==> src/rtl/muldiv_controller.sv <==
`default_nettype none
// ============================================================================
// Module      : muldiv_controller
// Description : Iterative HI/LO multiply/divide unit (radix-2 shift-add multiply,
//               restoring divide); divider compiled in only with MULDIV_DIV_EN.
// Revision    : 1.0 - initial release
// ============================================================================
module muldiv_controller #(
   parameter int WIDTH = 32
) (
   input  logic             clk,
   input  logic             reset,
   input  logic             e_start,
   input  logic [1:0]       e_op,
   input  logic [WIDTH-1:0] e_a,
   input  logic [WIDTH-1:0] e_b,
   input  logic             e_flush,
   input  logic             d_hilo_use,
   input  logic             w_hi_we,
   input  logic             w_lo_we,
   input  logic [WIDTH-1:0] w_wd,
   output logic [WIDTH-1:0] hi,
   output logic [WIDTH-1:0] lo,
   output logic             busy,
   output logic             hilo_stall,
   output logic             done
);

   localparam int              CW       = (WIDTH > 2) ? $clog2(WIDTH) : 1;
   localparam logic [CW-1:0]   CNT_LOAD = CW'(WIDTH - 1);
   localparam logic [1:0]      IDLE     = 2'd0;
   localparam logic [1:0]      CALC     = 2'd1;
   localparam logic [1:0]      FIX      = 2'd2;
   localparam logic [1:0]      DONE     = 2'd3;

   logic [1:0]         state_q, state_d;
   logic [CW-1:0]      cnt_q, cnt_d;
   logic [WIDTH-1:0]   acc_hi_q, acc_hi_d;
   logic [WIDTH-1:0]   acc_lo_q, acc_lo_d;
   logic [WIDTH-1:0]   b_q, b_d;
   logic               neg_q, neg_d;
   logic [WIDTH-1:0]   hi_q, lo_q;

   logic               sa, sb;
   logic [WIDTH-1:0]   mag_a, mag_b;
   logic [WIDTH:0]     mul_sum;
   logic [2*WIDTH-1:0] prod, prod_fix;
   logic [WIDTH-1:0]   res_hi, res_lo;

`ifdef MULDIV_DIV_EN
   logic               is_div_q, is_div_d;
   logic               sa_q, sa_d;
   logic               bz_q, bz_d;
   logic [WIDTH:0]     div_shift, div_diff;

   assign div_shift = {acc_hi_q, acc_lo_q[WIDTH-1]};
   assign div_diff  = div_shift - {1'b0, b_q};
`endif

   // Only the signed ops (op bit 0 clear) treat the MSB as a sign.
   assign sa    = ~e_op[0] & e_a[WIDTH-1];
   assign sb    = ~e_op[0] & e_b[WIDTH-1];
   assign mag_a = sa ? -e_a : e_a;
   assign mag_b = sb ? -e_b : e_b;

   assign mul_sum  = {1'b0, acc_hi_q} + (acc_lo_q[0] ? {1'b0, b_q} : '0);
   assign prod     = {acc_hi_q, acc_lo_q};
   assign prod_fix = neg_q ? -prod : prod;

   always_comb begin
      res_hi = prod_fix[2*WIDTH-1:WIDTH];
      res_lo = prod_fix[WIDTH-1:0];
`ifdef MULDIV_DIV_EN
      if (is_div_q) begin
         res_lo = bz_q ? '1 : (neg_q ? -acc_lo_q : acc_lo_q);
         res_hi = sa_q ? -acc_hi_q : acc_hi_q;
      end
`endif
   end

   always_comb begin
      state_d  = state_q;
      cnt_d    = cnt_q;
      acc_hi_d = acc_hi_q;
      acc_lo_d = acc_lo_q;
      b_d      = b_q;
      neg_d    = neg_q;
`ifdef MULDIV_DIV_EN
      is_div_d = is_div_q;
      sa_d     = sa_q;
      bz_d     = bz_q;
`endif
      case (state_q)
         IDLE: begin
            if (e_start && !e_flush) begin
               cnt_d    = CNT_LOAD;
               acc_hi_d = '0;
               neg_d    = sa ^ sb;
`ifdef MULDIV_DIV_EN
               state_d  = CALC;
               is_div_d = e_op[1];
               sa_d     = sa;
               bz_d     = (e_b == '0);
               acc_lo_d = e_op[1] ? mag_a : mag_b;
               b_d      = e_op[1] ? mag_b : mag_a;
`else
               state_d  = e_op[1] ? DONE : CALC;
               acc_lo_d = mag_b;
               b_d      = mag_a;
`endif
            end
         end
         CALC: begin
            // Multiplier bits leave acc_lo from the bottom as product bits enter the top.
            acc_hi_d = mul_sum[WIDTH:1];
            acc_lo_d = {mul_sum[0], acc_lo_q[WIDTH-1:1]};
`ifdef MULDIV_DIV_EN
            if (is_div_q) begin
               if (!div_diff[WIDTH]) begin
                  acc_hi_d = div_diff[WIDTH-1:0];
                  acc_lo_d = {acc_lo_q[WIDTH-2:0], 1'b1};
               end else begin
                  acc_hi_d = div_shift[WIDTH-1:0];
                  acc_lo_d = {acc_lo_q[WIDTH-2:0], 1'b0};
               end
            end
`endif
            if (cnt_q == '0) begin
               state_d = FIX;
            end else begin
               cnt_d = cnt_q - CW'(1);
            end
         end
         FIX:     state_d = DONE;
         DONE:    state_d = IDLE;
         default: state_d = IDLE;
      endcase
   end

   always_ff @(posedge clk or posedge reset) begin
      if (reset) begin
         state_q  <= IDLE;
         cnt_q    <= '0;
         acc_hi_q <= '0;
         acc_lo_q <= '0;
         b_q      <= '0;
         neg_q    <= 1'b0;
         hi_q     <= '0;
         lo_q     <= '0;
`ifdef MULDIV_DIV_EN
         is_div_q <= 1'b0;
         sa_q     <= 1'b0;
         bz_q     <= 1'b0;
`endif
      end else begin
         state_q  <= state_d;
         cnt_q    <= cnt_d;
         acc_hi_q <= acc_hi_d;
         acc_lo_q <= acc_lo_d;
         b_q      <= b_d;
         neg_q    <= neg_d;
`ifdef MULDIV_DIV_EN
         is_div_q <= is_div_d;
         sa_q     <= sa_d;
         bz_q     <= bz_d;
`endif
         // A result commit takes priority over a coincident MTHI/MTLO.
         if (state_q == FIX) begin
            hi_q <= res_hi;
            lo_q <= res_lo;
         end else begin
            if (w_hi_we) hi_q <= w_wd;
            if (w_lo_we) lo_q <= w_wd;
         end
      end
   end

   assign hi         = hi_q;
   assign lo         = lo_q;
   assign busy       = (state_q != IDLE);
   assign done       = (state_q == DONE);
   assign hilo_stall = busy & (d_hilo_use | e_start);

endmodule
`default_nettype wire
==> config.mk <==
export PLATFORM = sky130hd
export DESIGN_NAME = muldiv_controller
export DESIGN_NICKNAME = d
export VERILOG_FILES = /design/src/rtl/muldiv_controller.sv
export SDC_FILE = /design/constraint.sdc
export NUM_CORES = 1
export LEC_CHECK = 0
export ABC_AREA = 1
export CAP_MARGIN = 15
export CORE_ASPECT_RATIO = 1.5
export CORE_MARGIN = 3
export CORE_UTILIZATION = 52
export CTS_CLUSTER_SIZE = 40
export DETAILED_ROUTE_END_ITERATION = 6
export PLACE_DENSITY_LB_ADDON = 0.25
export SLEW_MARGIN = 20
export SYNTH_ARGS = -nofsm -noshare
export SYNTH_HDL_FRONTEND = slang
export SYNTH_SLANG_ARGS = --single-unit
export TNS_END_PERCENT = 10
==> constraint.sdc <==
create_clock -name clk -period 5.45 [get_ports clk]
set_clock_uncertainty 0.15 [all_clocks]
set_input_delay 1.09 -clock clk [delete_from_list [all_inputs] [get_ports clk]]
set_output_delay 1.09 -clock clk [all_outputs]
set_load 0.01 [all_outputs]
### Yosys cells after proc, flatten, opt, wreduce, memory -nomap -nowiden

Cells that the tools add are included.

* register bits after elaboration: 168
* output and inout bits: 67
* input port bits: 105

* equal/unequal tests: 6
* bitwise logic cells: 6
* $add $sub $neg: 5
* reduce and logical (&&, ||, !) cells: 12
* muxes and demuxes: 19

Operators with widths (count)
* $mux W32: 9
* $pmux W32 S2: 2
* $mux W64: 1
* $neg A32 Y32: 2
* $neg A64 Y64: 1
* $add A32 B32 Y33: 1
* $mux W5: 2
* $pmux W5 S2: 1
* $pmux W2 S4: 1
* $reduce_bool A2 Y1: 4
* $mux W2: 3
* $ne A2 B2 Y1 const B: 3
* $reduce_and A2 Y1: 3
* $logic_not A5 Y1: 1
* $sub A5 B1 Y5 const B: 1
* $eq A2 B2 Y1 const B: 2
* $and A1 B1 Y1: 3
* $reduce_and A3 Y1: 1
* $eq A2 B1 Y1 const B: 1
* $logic_not A2 Y1: 1
* $logic_and A1 B1 Y1: 1
* $logic_not A1 Y1: 1
* $not A1 Y1: 1
* $or A1 B1 Y1: 1
* $xor A1 B1 Y1: 1

### Longest topological paths before layout

Gate-level depths: netlist of the first run.

* word-level depth: 5
* mapped depth: 18
* gate-level depth less buffers: 16

### Least setup slack after synthesis of the first run

No wires, ideal clock.

* path kind: input -> output
* start: input e_start
* end: output hilo_stall
* buffers on the path: 0
* arrival: 1.274 ns
* setup slack: 2.936 ns
* stages: 2
* required time: 4.210 ns
* cells stage by stage: nor2_1 > nor2_1

* cells in the longest elaborated chain, start to end: 2

Ends and longest elaborated chain
* from (decl): RTL line 13 `input logic e_start,`
* $or A1 B1 Y1: RTL line 182 `assign hilo_stall = busy & (d_hilo_use | e_start);`
* $and A1 B1 Y1: RTL line 182
* to (decl): RTL line 25 `output logic hilo_stall,`

Every way passes these cells.

### Worst setup path in the final report of the first run

Same ends and word-level chain as after synthesis.

==> flow_summary.ini, run 1 <==
[synthesis]
synthXorXnorAreaFrac = 0.0100
yosys.area.top_type = dfrtp_1
synth-simple-area-share = 0.416
avgSynthCellArea_um2 = 6.06
ys_types = 48
syn-cell-area_um2 = 14000
netlist.area_leader.share = 0.300
synth_top_family_by_area = simple AND/OR/NAND/NOR gates
synth-edff-count = 0
synth_fa_ha_area_frac = 0.0389
synth_compound_area_frac = 0.119
async_flop_share = 1.00
synthTopCellsByArea = dfrtp_1 (30%), nand2_1 (21%), nand3_1 (10%)
syn-num-nets = 2458
synth_mux_area_frac = 0
synth_warnings = 0
netlist_instances = 2310
yosys_register_bits = 168
ys_seq_area_frac = 0.300
ys.flop_type = dfrtp_1

[finish]
final_cell_mix = nand2_1 (775), inv_1 (333), nand3_1 (292)
layout.cell_area.non_filler_um2 = 16500
nets = 2583
fillCellCount = 2592
diodes = 0
final_common_cell = nand2_1
area_growth_pct = 18.1
fin_util = 0.624
drive_above_1_share = 0.0417

[critical_path]
crit_type = primary input to primary output
path_buf_inv = 2
worst_setup_path_start_kind = primary input
critPathRequiredTime_ps = 4210
slowest_stage = clkdlybuf4s50_1
crit_family = buffers and inverters
arrival_ps = 2260
crit_chain = clkdlybuf4s50_1 > nor2_1 > nor2_1 > clkdlybuf4s50_1
crit_fanout = 3
cp-end-kind = primary output
crit_path_max_incr_delay_ps = 540

[global_routing]
grt_max_degree = 169
grt_pass1_vias = 14800
track_usage = 0.329
antenna_found_initial = 0
grt_pass1_wl_mm = 75.8
grt_overflow_total = 0

[clock_tree]
ctsHtreeMaxLevel = 4
clock_sink_count = 168
cts_hold_buf = 0
path_clk_slew_ps = 70
tritoncts = built
cts_made_buffers = 17
cts-root-buf = clkbuf_16
insertion_delay_ps = 460
postCtsSetupRepairBufs = 0
clock_path_buffers = 2
cts.repair.resized = 0

[detailed_routing]
routed_wl_mm = 48.2
drt-pass1-iter-count = 6
drtAntennaViolNets = 0
drc = 0
viasPerCell = 5.55
vias = 15400
wl_per_cell_um = 17.3
drt_iter0_markers = 1199

[pwr]
p_leak_nw = 8.61
finalPower_mw = 8.55
p_switching_mw = 4.22
cellPowerDensity_nw_per_um2 = 517
pwr-share-clk = 0.153
seqPwrFrac = 0.285
peakVddDrop_v = 0.000394
intPower_mw = 4.33
pwr-share-comb = 0.562
swShare = 0.494

[die]
core_area_um2 = 26500
die_area_um2 = 29000
ioPinCount = 172
initial_core_util = 0.529
fp.dieW_um = 140
die_height_um = 207
std_cell_rows = 73

[sta]
drv_slew = 0
min_period_over_period = 0.641
layout_min_cycle_time_ps = 3500
hold_viol = 0
rsz0062_at_grt = no
worst_pin_slew_ps = 1100
clock.fmax_mhz = 286
setup_viol = 0
maxSlewHeadroom = 0.269
hold_ws_ps = 336
fin_tns_setup_ps = 0

[placed_design]
dp_hpwl_mm = 38.1
gp_congestion = 0.984
placed_area_um2 = 15900
numPortBuffers = 171

[worst_hold_path]
hp-class = register to register

[job]
cap_viol_max_count = 0

[status]
status = finished, final reports clean
kinds of logic (layout without fill, tap and decap cells):
kind of cell / after synthesis / count (layout)
adders and majority gates: 43 / 43
AOI/OAI and AO/OA: 297 / 297
and+or+nand+nor: 1369 / 1369
buffers and inverters: 417 / 555
DFF: 168 / 168
xor gates and xnor gates: 16 / 16
per-layer routing:
layer,track usage,routed length [um]
met5,0,0
met2,0.590,24600
met4,0.228,3720
met3,0.0393,2400
met1,0.355,17500
power groups by stage:
stage	combinational [mW]	sequential [mW]	clock [mW]
finish	4.81	2.43	1.31
global route	5.36	2.50	1.36
CTS	4.78	2.42	1.31
detailed placement	4.75	2.44	0
global placement	4.66	2.42	0
floorplan	3.05	2.33	0
through the flow:
stage / cells / setup WS [ps]
after floorplan: 2310 / 2070
after global placement: 2753 / 1950
after detailed placement: 2753 / 1870
after CTS: 2785 / 1940
after global routing: 2785 / 1810
final: 2785 / 1950
cell type report:
type / count / area, um2 / area share
Clock buffer: 22 / 484 / 0.0293
Timing Repair Buffer: 182 / 1810 / 0.109
Multi-Input combinational cell: 1725 / 8190 / 0.495
Clock inverter: 10 / 140 / 0.00847
Sequential cell: 168 / 4210 / 0.254
Tap cell: 337 / 422 / 0.0255
Inverter: 341 / 1280 / 0.0777
cells in the mapped netlist (5+ instances only):
cell,count
dfrtp_1,168
o21ai_1,10
nor2_1,214
o221ai_1,6
o21ai_0,137
buf_1,8
a22oi_1,5
o211ai_1,27
xor2_1,14
a21oi_1,82
nand2_2,9
inv_1,334
inv_2,5
nand3b_1,7
nand4_1,24
or2_2,5
o21bai_1,13
clkbuf_1,38
nor3_1,11
nor2_2,13
buf_2,25
o21ai_2,5
nand2_1,775
nand3_1,292
ha_1,42
flip-flops by register name (all words and copies together) (netlist names):
name,cells
acc_hi_q,32
acc_lo_q,32
b_q,32
hi,32
lo,32
cnt_q,5
state_q,2
neg_q,1
worst paths after layout:
check | startpoint | to | slack (ps) | cells after the start
worst max-delay path | e_start | hilo_stall | 1950 | 4
worst min-delay path | b_q[30] | b_q[30] | 340 | 2
worst max register to register | acc_lo_q[0] | acc_hi_q[23] | 2110 | 15
worst min register to register | b_q[30] | b_q[30] | 340 | 2
max in group asynchronous | reset | neg_q | 3260 | 3
min in group asynchronous | reset | lo[25] | 1010 | 3
worst register-to-register path, cell delays in order (launching register included):
cell     delay [ps]
dfrtp_1        1010
nand2_1         120
inv_1            90
ha_1            210
inv_1            70
fa_1            370
inv_1           100
nand2_1          70
o21ai_1         320
nand2_1          90
nand2_1         190
nand2_1         130
nand3_1         100
nand2_1          50
nand3_1          70
nand2_1          80
(Power assumes the default switching activity.)
==> run 2, diff against run 1 <==
Clock period 5.45 ns to 3.1 ns, I/O delays scaled along.
==> run 2 against run 1 <==
  * The flow now finishes with violations (design-rule violations)
  * Critical path depth is the same
  * Worst setup slack lost 1500 ps
  * Sequential cell count stayed put
  * Cell count up 0.68%
  * Routed wire length grew 1.0%
  * Die area stayed put
  * Non-clock buffer count rose by 19
  * Design area increased by 1.1%
  * Total power increased by 78%
  * Critical path type is now register to primary output
  * Largest cell class unchanged
  * Largest power group unchanged
  * Highest routed layer unchanged
==> flow_summary.ini, run 2 (same netlist as run 1, synthesis figures left out) <==
[sta]
rsz0062_at_grt = no
setup_viol = 0
worst_pin_slew_ps = 708
min_period_over_period = 0.856
maxSlewHeadroom = 0.527
setup_ws_ps = 448
drv_slew = 0
layout_min_cycle_time_ps = 2650
hold_viol = 0
fin_tns_setup_ps = 0
clock.fmax_mhz = 377

[placed_design]
numPortBuffers = 171
dp_hpwl_mm = 39.0
dp_worst_setup_slack_ps = 420
gp_congestion = 0.989
place_inst = 2772

[worst_hold_path]
hold_start = b_q[17]
hold_depth = 2
hold_end = b_q[17]
hp-class = register to register

[global_routing]
grt_max_degree = 95
antenna_found_initial = 0
grt_overflow_total = 0
grt_pass1_wl_mm = 76.7
grt_pass1_vias = 15000
track_usage = 0.333

[finish]
multiInputGateArea_um2 = 8190
final_cell_mix = nand2_1 (775), inv_1 (333), nand3_1 (292)
area_growth_pct = 19.4
drive_above_1_share = 0.0495
nets = 2602
fin_cells = 2804
fin_util = 0.631
fillCellCount = 2510
seq_area_um2 = 4210
final_common_cell = nand2_1
diodes = 0

[clock_tree]
postCtsSetupRepairBufs = 0
clock_path_buffers = 2
cts_made_buffers = 17
cts_hold_buf = 0
tritoncts = built
cts-root-buf = clkbuf_16
clock_sink_count = 168
ctsHtreeMaxLevel = 4
cts.repair.resized = 0
path_clk_slew_ps = 70
insertion_delay_ps = 460

[critical_path]
critPathRequiredTime_ps = 2330
worst_setup_path_start_kind = register
arrival_ps = 1880
rrSetupSlack_ps = 550
cp.depth = 4
crit_chain = inv_1 > ha_1 > nor2_1 > clkdlybuf4s50_1
timing.rr.start = acc_lo_q[0]
crit_fanout = 5
slowest_stage = clkdlybuf4s50_1
crit_type = register to primary output
critical_path.startpoint = state_q[0]
crit_family = buffers and inverters
reg2reg_depth = 14
path_buf_inv = 2
regToRegEndpoint = acc_hi_q[24]
crit_path_max_incr_delay_ps = 540
cp-end-kind = primary output

[die]
fp.dieW_um = 140
ioPinCount = 172
die_area_um2 = 29000
die_height_um = 207
core_area_um2 = 26500
std_cell_rows = 73
initial_core_util = 0.529

[pwr]
swShare = 0.499
cellPowerDensity_nw_per_um2 = 909
pwr-share-comb = 0.568
finalPower_mw = 15.2
intPower_mw = 7.61
p_leak_nw = 8.73
peakVddDrop_v = 0.000543
p_switching_mw = 7.59
pwr-share-clk = 0.148
seqPwrFrac = 0.284

[job]
cap_viol_max_count = 0

[status]
status = complete, but fails checks
violations = design-rule violations

[detailed_routing]
drtAntennaViolNets = 0
drt_iter0_markers = 1199
viasPerCell = 5.54
drc = 11
drt-pass1-iter-count = 7
wl_per_cell_um = 17.4
routed_wl_mm = 48.7
vias = 15500
## run 2: worst max-delay path by stage
stage | slack (ps) | endpoint
after floorplan | 190 | acc_hi_q[0]
after global placement | 440 | b_q[20]
after detailed placement | 420 | b_q[20]
after CTS | 420 | hilo_stall
after global routing | 330 | acc_hi_q[24]
final | 450 | hilo_stall
## run 2: final cells by class
type | instances | area share
inverters | 341 | 0.0768
clock inverters | 15 | 0.0108
flip-flops and latches | 168 | 0.251
clock buffers | 17 | 0.0254
multi-input cells | 1725 | 0.490
well taps | 337 | 0.0252
repair buffers | 201 | 0.120
## run 2: worst reg2reg max path: cells and delay by family (launching register included)
kind          cells  cell delay, ps
simple gates      9            1070
buf+inv           4             510
fa+ha+maj         1             350
flops             1             380
## run 2: layer usage
layer / global-route usage / part of all wire
met4: 0.213 / 0.069
met3: 0.0423 / 0.046
met5: 0 / 0
met1: 0.356 / 0.36
met2: 0.608 / 0.52
## run 2: power by group through the flow
stage               combinational (mW)  clock (mW)  sequential (mW)
finish                            8.63        2.25             4.31
floorplan                         5.36           0             4.09
detailed placement                8.51           0             4.32
global placement                  8.36           0             4.30
global route                      9.55        2.35             4.42
CTS                               8.56        2.27             4.28
## run 2: metrics by stage
step	hold slack (ps)	cell area [um2]
2_1_floorplan	299	14000
3_3_place_gp	317	16100
3_5_place_dp	316	16100
4_1_cts	337	16700
5_1_grt	365	16700
6_report	332	16700
